## src/rtl/serial_operand_piso.sv

```systemverilog
// Parallel-in/serial-out operand feeder for a bit-serial adder.
// Captures A, B and carry-in on start, then emits one LSB-first bit pair per clock with framing strobes.
module serial_operand_piso #(
    parameter int WIDTH = 8
) (
    input  logic             clk,
    input  logic             rst_n,
    input  logic             start,
    input  logic [WIDTH-1:0] a_in,
    input  logic [WIDTH-1:0] b_in,
    input  logic             cin_in,
    output logic             a_bit,
    output logic             b_bit,
    output logic             carry_init,
    output logic             first_bit,
    output logic             last_bit,
    output logic             bit_valid,
    output logic             busy,
    output logic             done
);

    localparam int             CW   = $clog2(WIDTH) + 1;
    localparam logic [CW-1:0]  LAST = CW'(WIDTH - 1);

    typedef enum logic [1:0] {
        S_IDLE  = 2'd0,
        S_SHIFT = 2'd1,
        S_DONE  = 2'd2
    } state_t;

    state_t           state_q;
    logic [WIDTH-1:0] a_sr_q;
    logic [WIDTH-1:0] b_sr_q;
    logic             carry_init_q;
    logic [CW-1:0]    count_q;

    always_ff @(posedge clk or negedge rst_n) begin
        if (!rst_n) begin
            state_q      <= S_IDLE;
            a_sr_q       <= '0;
            b_sr_q       <= '0;
            carry_init_q <= 1'b0;
            count_q      <= '0;
        end else begin
            case (state_q)
                S_IDLE: begin
                    if (start) begin
                        a_sr_q       <= a_in;
                        b_sr_q       <= b_in;
                        carry_init_q <= cin_in;
                        count_q      <= '0;
                        state_q      <= S_SHIFT;
                    end
                end
                S_SHIFT: begin
                    // Zero fill keeps the registers clean once the operation ends.
                    a_sr_q  <= {1'b0, a_sr_q[WIDTH-1:1]};
                    b_sr_q  <= {1'b0, b_sr_q[WIDTH-1:1]};
                    count_q <= count_q + 1'b1;
                    if (count_q == LAST) begin
                        state_q <= S_DONE;
                    end
                end
                S_DONE: begin
                    state_q <= S_IDLE;
                end
                default: begin
                    state_q <= S_IDLE;
                end
            endcase
        end
    end

    logic in_shift;
    assign in_shift = (state_q == S_SHIFT);

    // Bits are gated so the adder never sees stale data outside the window.
    assign a_bit      = in_shift & a_sr_q[0];
    assign b_bit      = in_shift & b_sr_q[0];
    assign bit_valid  = in_shift;
    assign first_bit  = in_shift & (count_q == '0);
    assign last_bit   = in_shift & (count_q == LAST);
    assign carry_init = carry_init_q;
    assign busy       = (state_q != S_IDLE);
    assign done       = (state_q == S_DONE);

endmodule

```

## config.mk

```make
export PLATFORM = sky130hd
export DESIGN_NAME = serial_operand_piso
export DESIGN_NICKNAME = d
export VERILOG_FILES = /design/src/rtl/serial_operand_piso.sv
export SDC_FILE = /design/constraint.sdc
export NUM_CORES = 1
export LEC_CHECK = 0
export BUFFER_PORTS_ARGS = -buffer_cell sky130_fd_sc_hd__buf_2
export CAP_MARGIN = 20
export CORE_ASPECT_RATIO = 1.25
export CORE_MARGIN = 5
export CORE_UTILIZATION = 55
export DETAILED_ROUTE_END_ITERATION = 12
export PLACE_DENSITY = 0.79
export SYNTH_ARGS = -nofsm -noshare
export SYNTH_HDL_FRONTEND = slang
export SYNTH_SLANG_ARGS = --single-unit
```

## constraint.sdc

```tcl
create_clock -name clk -period 2.89 [get_ports clk]
set_input_delay 0.4335 -clock clk [delete_from_list [all_inputs] [get_ports clk]]
set_output_delay 0.4335 -clock clk [all_outputs]
set_load 0.1 [all_outputs]
```

# [Word-level counts from Yosys, hierarchy flattened]
# Cells that the tools add are included.
[totals] ff_bits=23 in_bits=20 output_inout_bits=8 word_cells=31
[op_classes] add_sub_neg=1 eq_ne=5 mux=9 n_bitwise=4 n_reduce_logical=7
[ops] cell="8-bit one-hot mux with 2 select lines" n=2
[ops] cell="8-bit 2-to-1 mux" n=2
[ops] cell="4-bit one-hot mux with 2 select lines" n=1
[ops] cell="2-bit AND reduction" n=3
[ops] cell="4-bit by 1-bit adder with 4-bit output, second input constant" n=1
[ops] cell="1-bit AND" n=4
[ops] cell="4-bit by 3-bit equality test with 1-bit output, second input constant" n=1
[ops] cell="4-bit logical NOT" n=1
[ops] cell="2-bit 2-to-1 mux" n=2
[ops] cell="4-bit 2-to-1 mux" n=1
[ops] cell="2-bit one-hot mux with 2 select lines" n=1
[ops] cell="2-bit nonzero test" n=2
[ops] cell="2-bit by 1-bit equality test with 1-bit output, second input constant" n=1
[ops] cell="2-bit equality test, second input constant" n=1
[ops] cell="2-bit logical NOT" n=1
[ops] cell="2-bit by 1-bit != test with 1-bit output, second input constant" n=1
[ops] cell="2-bit != test, second input constant" n=1

# [Longest topological paths before layout]
# Gate-level depths: netlist (run 1).
[logic_depth] word_depth=3 mapped_depth=5 ltp_nobuf=4

# [Worst setup path after synthesis (run 1)]
# Ideal clock, no wire load.
[synth_path] path_kind="flip-flop to output port" from="reg state_q[1]" to="out first_bit" arrival_time_ns=3.829 required_ns=2.457 setup_slack_ns=-1.372 path_stages_with_launch=3 path_buffers=0 path_cell_list="dfrtp_1 -> or2b_1 -> nor4b_1"
[synth_between] elab_chain_len=2
[synth_lines] item="start: declaration" line="31" text="state_t state_q;"
[synth_lines] item="start signal: assignment" line="39" text="state_q <= S_IDLE;"
[synth_lines] item="start signal: assignment" line="52" text="state_q <= S_SHIFT;"
[synth_lines] item="start signal: assignment" line="61" text="state_q <= S_DONE;"
[synth_lines] item="2-bit by 1-bit equality test with 1-bit output" line="75" text="assign in_shift = (state_q == S_SHIFT);"
[synth_lines] item="1-bit AND" line="81" text="assign first_bit = in_shift & (count_q == '0);"
[synth_lines] item="end: declaration" line="15" text="output logic first_bit,"
# Every way passes these cells.

# [Worst setup path in the final report (run 1)]
# Ends and elaborated chain as after synthesis.

==> results of run 1 <==
==> cell usage after synthesis, types with 2 or more instances <==
master | instances | share of area
sky130_fd_sc_hd__o21ai_0 | 3 | 0.013
sky130_fd_sc_hd__dfrtp_1 | 23 | 0.50
sky130_fd_sc_hd__buf_6 | 2 | 0.020
sky130_fd_sc_hd__and2_1 | 2 | 0.011
sky130_fd_sc_hd__nand3_1 | 4 | 0.018
sky130_fd_sc_hd__o21ai_1 | 2 | 0.0088
sky130_fd_sc_hd__nor3_1 | 2 | 0.0088
sky130_fd_sc_hd__nand2_1 | 5 | 0.016
sky130_fd_sc_hd__o22ai_2 | 12 | 0.13
sky130_fd_sc_hd__inv_1 | 4 | 0.013
sky130_fd_sc_hd__ha_1 | 2 | 0.022
sky130_fd_sc_hd__nor2_1 | 27 | 0.089
==> cell families after synthesis <==
group	count (synthesis)	synth area share
flip-flops	23	0.505
multiplexers	2	0.0220
AND/OR/NAND/NOR	48	0.194
buffers and inverters	11	0.0680
AO/OA/AOI/OAI	22	0.189
adder cells (fa/ha/maj)	2	0.0220
==> power by group <==
group	total (µW)	switching [µW]	internal (µW)
clock network	152	100	51.9
logic	932	640	292
registers	581	113	468
total	1660	853	812
==> final cells by class <==
type / instances / area, µm²
fill: 178 / 694
sequential: 23 / 576
multi-input combinational: 74 / 498
timing repair buffer: 28 / 143
tap: 20 / 25.0
clock buffer: 3 / 22.5
inverter: 5 / 18.8
clock inverter: 1 / 5.00
==> worst reg2reg max path, stage by stage, from the launching register on <==
cell,delay (ps)
sky130_fd_sc_hd__dfrtp_1,440
sky130_fd_sc_hd__or3b_1,800
sky130_fd_sc_hd__mux2_4,450
==> sequential cells by signal, summed over array words and instances (netlist names) <==
signal,flops
count_q,4
a_sr_q,8
state_q,2
b_sr_q,8
carry_init,1
==> worst max path at each step <==
stage	start	endpoint	cells after the start
after floorplan	state_q[1]	first_bit	2
after global placement	state_q[1]	first_bit	3
after CTS	state_q[0]	first_bit	3
after detailed placement	state_q[1]	first_bit	3
final	state_q[1]	first_bit	3
after global routing	state_q[1]	first_bit	3
==> stage by stage <==
step,utilization,area (µm²),instances,hold WS [ps]
floorplan,-,1150,108,138
global placement,0.636,1260,150,431
detailed placement,0.636,1260,150,438
CTS,0.650,1290,154,71.4
global route,0.650,1290,154,99.4
finish,0.650,1290,154,55.9
==> layer usage <==
| metal | global-route usage | vias up | part of all wire |
|---|---|---|---|
| met4 | 0.0766 | 0 | 0.021 |
| li1 | - | 418 | - |
| met3 | 0.0295 | 5 | 0.060 |
| met2 | 0.250 | 21 | 0.48 |
| met1 | 0.185 | 389 | 0.43 |
| met5 | 0 | - | 0 |
==> tab_implementation.tex, run 1 <==
\begin{tabular}{lr}
\hline
Metric & Value \\
\hline
\multicolumn{2}{l}{\textbf{Run status}} \\
\quad Run status & completed \\
\multicolumn{2}{l}{\textbf{Floorplanning}} \\
\quad Die Y & between 60 and 70 µm \\
\quad Width of the die & 50.7 µm \\
\quad Area enclosed by the die boundary & approximately 3100 µm² \\
\quad Effective utilization at floorplan & 0.575 \\
\quad Placeable core region & a little under 2000 µm² \\
\quad Num rows & 18 \\
\quad Number of placed I/O pins & 28 \\
\multicolumn{2}{l}{\textbf{Setup path}} \\
\quad Critical path endpoint category & output pin \\
\quad Crit start category & flop \\
\quad Worst path cell trace & or2b\_1, nor4b\_2, buf\_2 \\
\quad Worst path top cell family by delay & simple AND/OR/NAND/NOR gates \\
\quad Reg2Reg Depth & 2 \\
\quad Cell at the slowest stage of the critical path & sky130\_fd\_sc\_hd\_\_buf\_2 \\
\quad Largest stage delay on the critical path & 460 ps \\
\quad Launching point of the worst reg2reg path & state\_q[0] \\
\quad Required time at the endpoint of the critical path & roughly 2500 ps \\
\quad Endpoint of the lowest-slack register-to-register path & carry\_init \\
\quad Number of buffers and inverters on the critical path & 1 \\
\quad Type of the worst setup path & flop to output pin \\
\quad Biggest fanout along the worst timing path & 9 \\
\quad Arrival time at the worst endpoint & about 1900 ps \\
\quad Register-to-register path setup slack & approximately 1100 ps \\
\multicolumn{2}{l}{\textbf{Flow run}} \\
\quad MaxCap Viol Count & 0 \\
\multicolumn{2}{l}{\textbf{Cells and area}} \\
\quad Synth-to-Final Area Change & 13.0\% \\
\quad Commonest non-fill, non-tap cells in the layout & 27 x sky130\_fd\_sc\_hd\_\_nor2\_1, 27 x sky130\_fd\_sc\_hd\_\_buf\_2, 23 x sky130\_fd\_sc\_hd\_\_dfrtp\_1, 12 x sky130\_fd\_sc\_hd\_\_o22ai\_2, 5 x sky130\_fd\_sc\_hd\_\_nand2\_1 \\
\quad Antenna cells & 0 \\
\quad Net count reported at finish & between 150 and 200 \\
\quad Proportion of layout cells with a drive suffix above 1 & 0.373 \\
\multicolumn{2}{l}{\textbf{STA}} \\
\quad Final critical-path setup slack & about 600 ps \\
\quad Highest clock frequency the design can meet & approximately 440 MHz \\
\quad Post-Route Skew & approximately 7 ps \\
\quad Total count of max-transition violations in the final report & 0 \\
\quad Sum of negative setup slack & 0 ps \\
\quad Unrepaired setup endpoints after global routing & no \\
\quad Final Hold Viols & 0 \\
\quad Transition at the pin with the smallest max-transition slack & roughly 980 ps \\
\quad Post-route clock period utilization & 0.792 \\
\quad Final-report setup violation count & 0 \\
\quad Tmin final & 2290 ps \\
\quad Worst slew margin & 0.348 \\
\multicolumn{2}{l}{\textbf{Pwr}} \\
\quad Power after layout & 1660 µW \\
\quad Static leakage & around 0.00063 µW \\
\quad Power density relative to cell area & $\sim$1300 nW/µm² \\
\quad Peak ir drop on the vdd network & $\sim$770 µV \\
\multicolumn{2}{l}{\textbf{Synthesis}} \\
\quad Post-synth EDFFs & 0 \\
\quad Fraction of synthesis flops using an asynchronous set or reset pin & 1.00 \\
\quad Unique cell type count in the Yosys netlist & 32 \\
\quad Count of yosys warnings during synthesis & 0 \\
\quad Most frequently used flop master after synthesis & sky130\_fd\_sc\_hd\_\_dfrtp\_1 \\
\quad Mapped Nets & 130 \\
\quad Summed instance area of the synthesized netlist & around 1100 µm² \\
\quad Seq/Total Area, Yosys & 0.505 \\
\quad Cells after synthesis & about 110 \\
\quad Post-synthesis sequential element count & 23 \\
\quad Avg Synthesized Cell Area & roughly 11 µm² \\
\multicolumn{2}{l}{\textbf{Global routing}} \\
\quad Antenna violations before repair & 0 \\
\quad Overall Global Routing Usage & 0.150 \\
\quad Via count of the first global-routing pass & about 830 \\
\quad Largest net degree at the start of global routing & 24 \\
\quad Overflow after GRT & 0 \\
\quad First-pass GRT wire length & 3530 µm \\
\multicolumn{2}{l}{\textbf{Clock tree}} \\
\quad Clock tree from TritonCTS & done \\
\quad Buffer depth of the longest clock path & 2 \\
\quad Resized cells post-CTS & 0 \\
\quad Root buf cell & sky130\_fd\_sc\_hd\_\_clkbuf\_4 \\
\quad H-tree lvl count & 1 \\
\quad Register clock-pin slew on the reported worst setup and hold paths & roughly 130 ps \\
\quad Number of clock buffers inserted by TritonCTS & 3 \\
\quad Number of sinks handled by clock tree synthesis & 23 \\
\quad Hold\_buf cts & 0 \\
\quad Later-pin clock latency in the skew report & approximately 320 ps \\
\quad \# Post-CTS Setup Buffers & 0 \\
\multicolumn{2}{l}{\textbf{Drt}} \\
\quad Number of vias per cell after detailed routing & about 5.4 \\
\quad First-iteration detailed-routing DRC count & 7 \\
\quad Post-detailed-route wirelength per cell & approximately 14 µm \\
\quad Detailed-route via count & 833 \\
\quad Iteration count of the initial detailed-routing pass & 4 \\
\quad Total detailed-routing wirelength & 2100 µm \\
\quad Final ANT Viol Nets & 0 \\
\quad DR DRC count & 0 \\
\multicolumn{2}{l}{\textbf{Placed design}} \\
\quad Buffers on Ports & 27 \\
\quad Worst slack at placement & between 900 and 1000 ps \\
\quad Post-detail-place hpwl & approximately 1500 µm \\
\quad Final weighted congestion of routability-driven global placement & between 0.7 and 0.8 \\
\multicolumn{2}{l}{\textbf{Hold path}} \\
\quad Hold crit path type & primary input to async pin \\
\hline
\end{tabular}
(Power assumes the default switching activity.)
==> run 2, diff against run 1 <==
--- a/config.mk
+++ b/config.mk
@@ -9,9 +9,9 @@
 export CAP_MARGIN = 20
 export CORE_ASPECT_RATIO = 1.25
 export CORE_MARGIN = 5
-export CORE_UTILIZATION = 55
+export CORE_UTILIZATION = 51
 export DETAILED_ROUTE_END_ITERATION = 12
-export PLACE_DENSITY = 0.79
+export PLACE_DENSITY = 0.74
 export SYNTH_ARGS = -nofsm -noshare
 export SYNTH_HDL_FRONTEND = slang
 export SYNTH_SLANG_ARGS = --single-unit
==> constraint.sdc (replaced) <==
create_clock -name clk -period 2.3 [get_ports clk]
set_input_delay 0.345 -clock clk [delete_from_list [all_inputs] [get_ports clk]]
set_output_delay 0.345 -clock clk [all_outputs]
set_load 0.1 [all_outputs]
==> run 2 against run 1 <==
  * Hold slack better by 210 ps
  * Sequential power up 27%
  * Global-route usage decreased by 0.50 points
  * Worst setup slack worse by 450 ps
  * First-iteration DRC count is 110% higher
  * Die area up 6.4%
  * Largest cell class unchanged
  * Largest power group unchanged
==> tab_implementation.tex, run 2 (synthesis results as in run 1) <==
\begin{tabular}{lr}
\hline
Metric & Value \\
\hline
\multicolumn{2}{l}{\textbf{STA}} \\
\quad Total count of max-transition violations in the final report & 0 (unchanged) \\
\quad Highest clock frequency the design can meet & approximately 470 MHz \\
\quad Transition at the pin with the smallest max-transition slack & 507 ps (was 977 ps) \\
\quad Post-route clock period utilization & 0.932 \\
\quad Tmin final & between 2000 and 2500 ps \\
\quad Post-Route Skew & 2.87 ps (was 7.15 ps) \\
\quad Unrepaired setup endpoints after global routing & no (unchanged) \\
\quad Sum of negative setup slack & 0 ps (unchanged) \\
\quad Worst slew margin & 0.662 (was 0.348) \\
\quad Final-report setup violation count & 0 (unchanged) \\
\quad Final Hold Viols & 0 (unchanged) \\
\quad Worst hold slack after final layout & 263 ps (was 55.9 ps) \\
\multicolumn{2}{l}{\textbf{Setup path}} \\
\quad Required time at the endpoint of the critical path & 1960 ps (was 2460 ps) \\
\quad Launching instance or port of the critical path & state\_q[1] (unchanged) \\
\quad Type of the worst setup path & flop to output pin (unchanged) \\
\quad Biggest fanout along the worst timing path & 8 (was 9) \\
\quad Arrival time at the worst endpoint & 1800 ps (was 1850 ps) \\
\quad Critical path endpoint category & output pin (unchanged) \\
\quad Register-to-register path setup slack & 640 ps (was 1100 ps) \\
\quad Launching point of the worst reg2reg path & state\_q[0] (unchanged) \\
\quad Crit start category & flop (unchanged) \\
\multicolumn{2}{l}{\textbf{Clock tree}} \\
\quad Later-pin clock latency in the skew report & 300 ps (was 320 ps) \\
\quad Clock tree from TritonCTS & done (unchanged) \\
\quad Number of sinks handled by clock tree synthesis & 23 (unchanged) \\
\quad Root buf cell & sky130\_fd\_sc\_hd\_\_clkbuf\_4 (unchanged) \\
\quad Number of clock buffers inserted by TritonCTS & 3 (unchanged) \\
\quad H-tree lvl count & 1 (unchanged) \\
\quad Buffer depth of the longest clock path & 2 (unchanged) \\
\quad \# Post-CTS Setup Buffers & 0 (unchanged) \\
\quad Register clock-pin slew on the reported worst setup and hold paths & 120 ps (was 130 ps) \\
\multicolumn{2}{l}{\textbf{Floorplanning}} \\
\quad Placeable core region & 2160 µm² (was 1980 µm²) \\
\quad Num rows & 19 (was 18) \\
\quad Width of the die & 52.3 µm (was 50.7 µm) \\
\quad Area enclosed by the die boundary & 3290 µm² (was 3090 µm²) \\
\quad Die Y & 62.9 µm (was 60.9 µm) \\
\quad Effective utilization at floorplan & 0.527 (was 0.575) \\
\quad Number of placed I/O pins & 28 (unchanged) \\
\multicolumn{2}{l}{\textbf{Pwr}} \\
\quad Static leakage & 0.000642 µW (was 0.000626 µW) \\
\quad Power density relative to cell area & 1590 nW/µm² (was 1290 nW/µm²) \\
\quad Peak ir drop on the vdd network & 1220 µV (was 772 µV) \\
\multicolumn{2}{l}{\textbf{Drt}} \\
\quad Final ANT Viol Nets & 0 (unchanged) \\
\quad Total detailed-routing wirelength & 2160 µm (was 2100 µm) \\
\quad Iteration count of the initial detailed-routing pass & 4 (unchanged) \\
\quad DR DRC count & 0 (unchanged) \\
\quad Detailed-route via count & 850 (was 833) \\
\quad Post-detailed-route wirelength per cell & 12.9 µm (was 13.6 µm) \\
\quad First-iteration detailed-routing DRC count & 15 (was 7) \\
\quad Number of vias per cell after detailed routing & 5.09 (was 5.41) \\
\multicolumn{2}{l}{\textbf{Hold path}} \\
\quad Hold crit path type & primary input to flop (was primary input to async pin) \\
\quad Worst min-delay path startpoint & a\_in[7] \\
\multicolumn{2}{l}{\textbf{Cells and area}} \\
\quad Antenna cells & 0 (unchanged) \\
\quad Net count reported at finish & 159 (was 157) \\
\quad Leading registers by flop count & a\_sr\_q: 8 flops, b\_sr\_q: 8 flops, count\_q: 4 flops (unchanged) \\
\quad Commonest non-fill, non-tap cells in the layout & 27 x sky130\_fd\_sc\_hd\_\_nor2\_1, 25 x sky130\_fd\_sc\_hd\_\_buf\_2, 23 x sky130\_fd\_sc\_hd\_\_dfrtp\_1, 12 x sky130\_fd\_sc\_hd\_\_o22ai\_2, 5 x sky130\_fd\_sc\_hd\_\_nand2\_1 (was 27 x sky130\_fd\_sc\_hd\_\_nor2\_1, 27 x sky130\_fd\_sc\_hd\_\_buf\_2, 23 x sky130\_fd\_sc\_hd\_\_dfrtp\_1, 12 x sky130\_fd\_sc\_hd\_\_o22ai\_2, 5 x sky130\_fd\_sc\_hd\_\_nand2\_1) \\
\quad Synth-to-Final Area Change & 19.6\% (was 13.0\%) \\
\quad Area of all placed cells without fillers & 1360 µm² (was 1290 µm²) \\
\quad Proportion of layout cells with a drive suffix above 1 & 0.375 (was 0.373) \\
\quad Most common cell after layout, fill and taps aside & sky130\_fd\_sc\_hd\_\_nor2\_1 \\
\multicolumn{2}{l}{\textbf{Placed design}} \\
\quad Final weighted congestion of routability-driven global placement & 0.814 (was 0.778) \\
\quad Post-detail-place hpwl & 1650 µm (was 1510 µm) \\
\quad Buffers on Ports & 27 (unchanged) \\
\quad Placement-stage cell area & 1330 µm² (was 1260 µm²) \\
\multicolumn{2}{l}{\textbf{Global routing}} \\
\quad Antenna violations before repair & 0 (unchanged) \\
\quad First-pass GRT wire length & 3700 µm (was 3530 µm) \\
\quad Overflow after GRT & 0 (unchanged) \\
\quad Largest net degree at the start of global routing & 24 (unchanged) \\
\quad Overall Global Routing Usage & 0.145 (was 0.150) \\
\quad Via count of the first global-routing pass & 873 (was 832) \\
\multicolumn{2}{l}{\textbf{Flow run}} \\
\quad MaxCap Viol Count & 0 (unchanged) \\
\multicolumn{2}{l}{\textbf{Run status}} \\
\quad Run status & completed (unchanged) \\
\hline
\end{tabular}
[run 2: report_power, final]
group | switching (µW) | internal (µW)
sequential | 151 | 588
clock | 117 | 64.8
combinational | 828 | 416
[run 2: worst max-delay path: stages (launching register included)]
cell and delay (ps):
sky130_fd_sc_hd__dfrtp_1 440, sky130_fd_sc_hd__or2b_1 360, sky130_fd_sc_hd__inv_2 150, sky130_fd_sc_hd__and2_1 130
sky130_fd_sc_hd__buf_2 420
[run 2: per-layer routing]
layer | part of all wire | track usage | vias up
li1 | - | - | 424
met1 | 0.46 | 0.198 | 400
met2 | 0.48 | 0.222 | 24
met3 | 0.052 | 0.0286 | 2
met4 | 0.0074 | 0.0575 | 0
met5 | 0 | 0 | -
[run 2: what timing repair did]
item	4_1_cts	5_1_grt
endpoints found under the hold margin	23	0
resized for setup	0	0
hold buffers	1	0
[run 2: layout make-up]
type	instances	area, µm²
well taps	31	38.8
flip-flops and latches	23	576
multi-input cells	74	513
inverters	5	18.8
fillers	197	800
repair buffers	30	190
clock inverters	1	5.00
clock buffers	3	22.5
[run 2: worst paths after layout]
path | end | cells after the start
worst max-delay path | a_bit | 4
worst min register to register | a_sr_q[0] | 2
worst min-delay path | a_sr_q[7] | 3
max in group asynchronous | b_sr_q[6] | 2
worst max register to register | b_sr_q[2] | 4
min in group asynchronous | count_q[1] | 2
[run 2: metrics by stage]
stage,utilization,instances,total power (µW),worst slack (ps)
2_1_floorplan,-,108,1780,10.1
3_3_place_gp,0.613,162,1960,537
3_5_place_dp,0.613,162,2010,505
4_1_cts,0.630,167,2190,142
5_1_grt,0.630,167,2310,34.9
6_report,0.630,167,2160,157
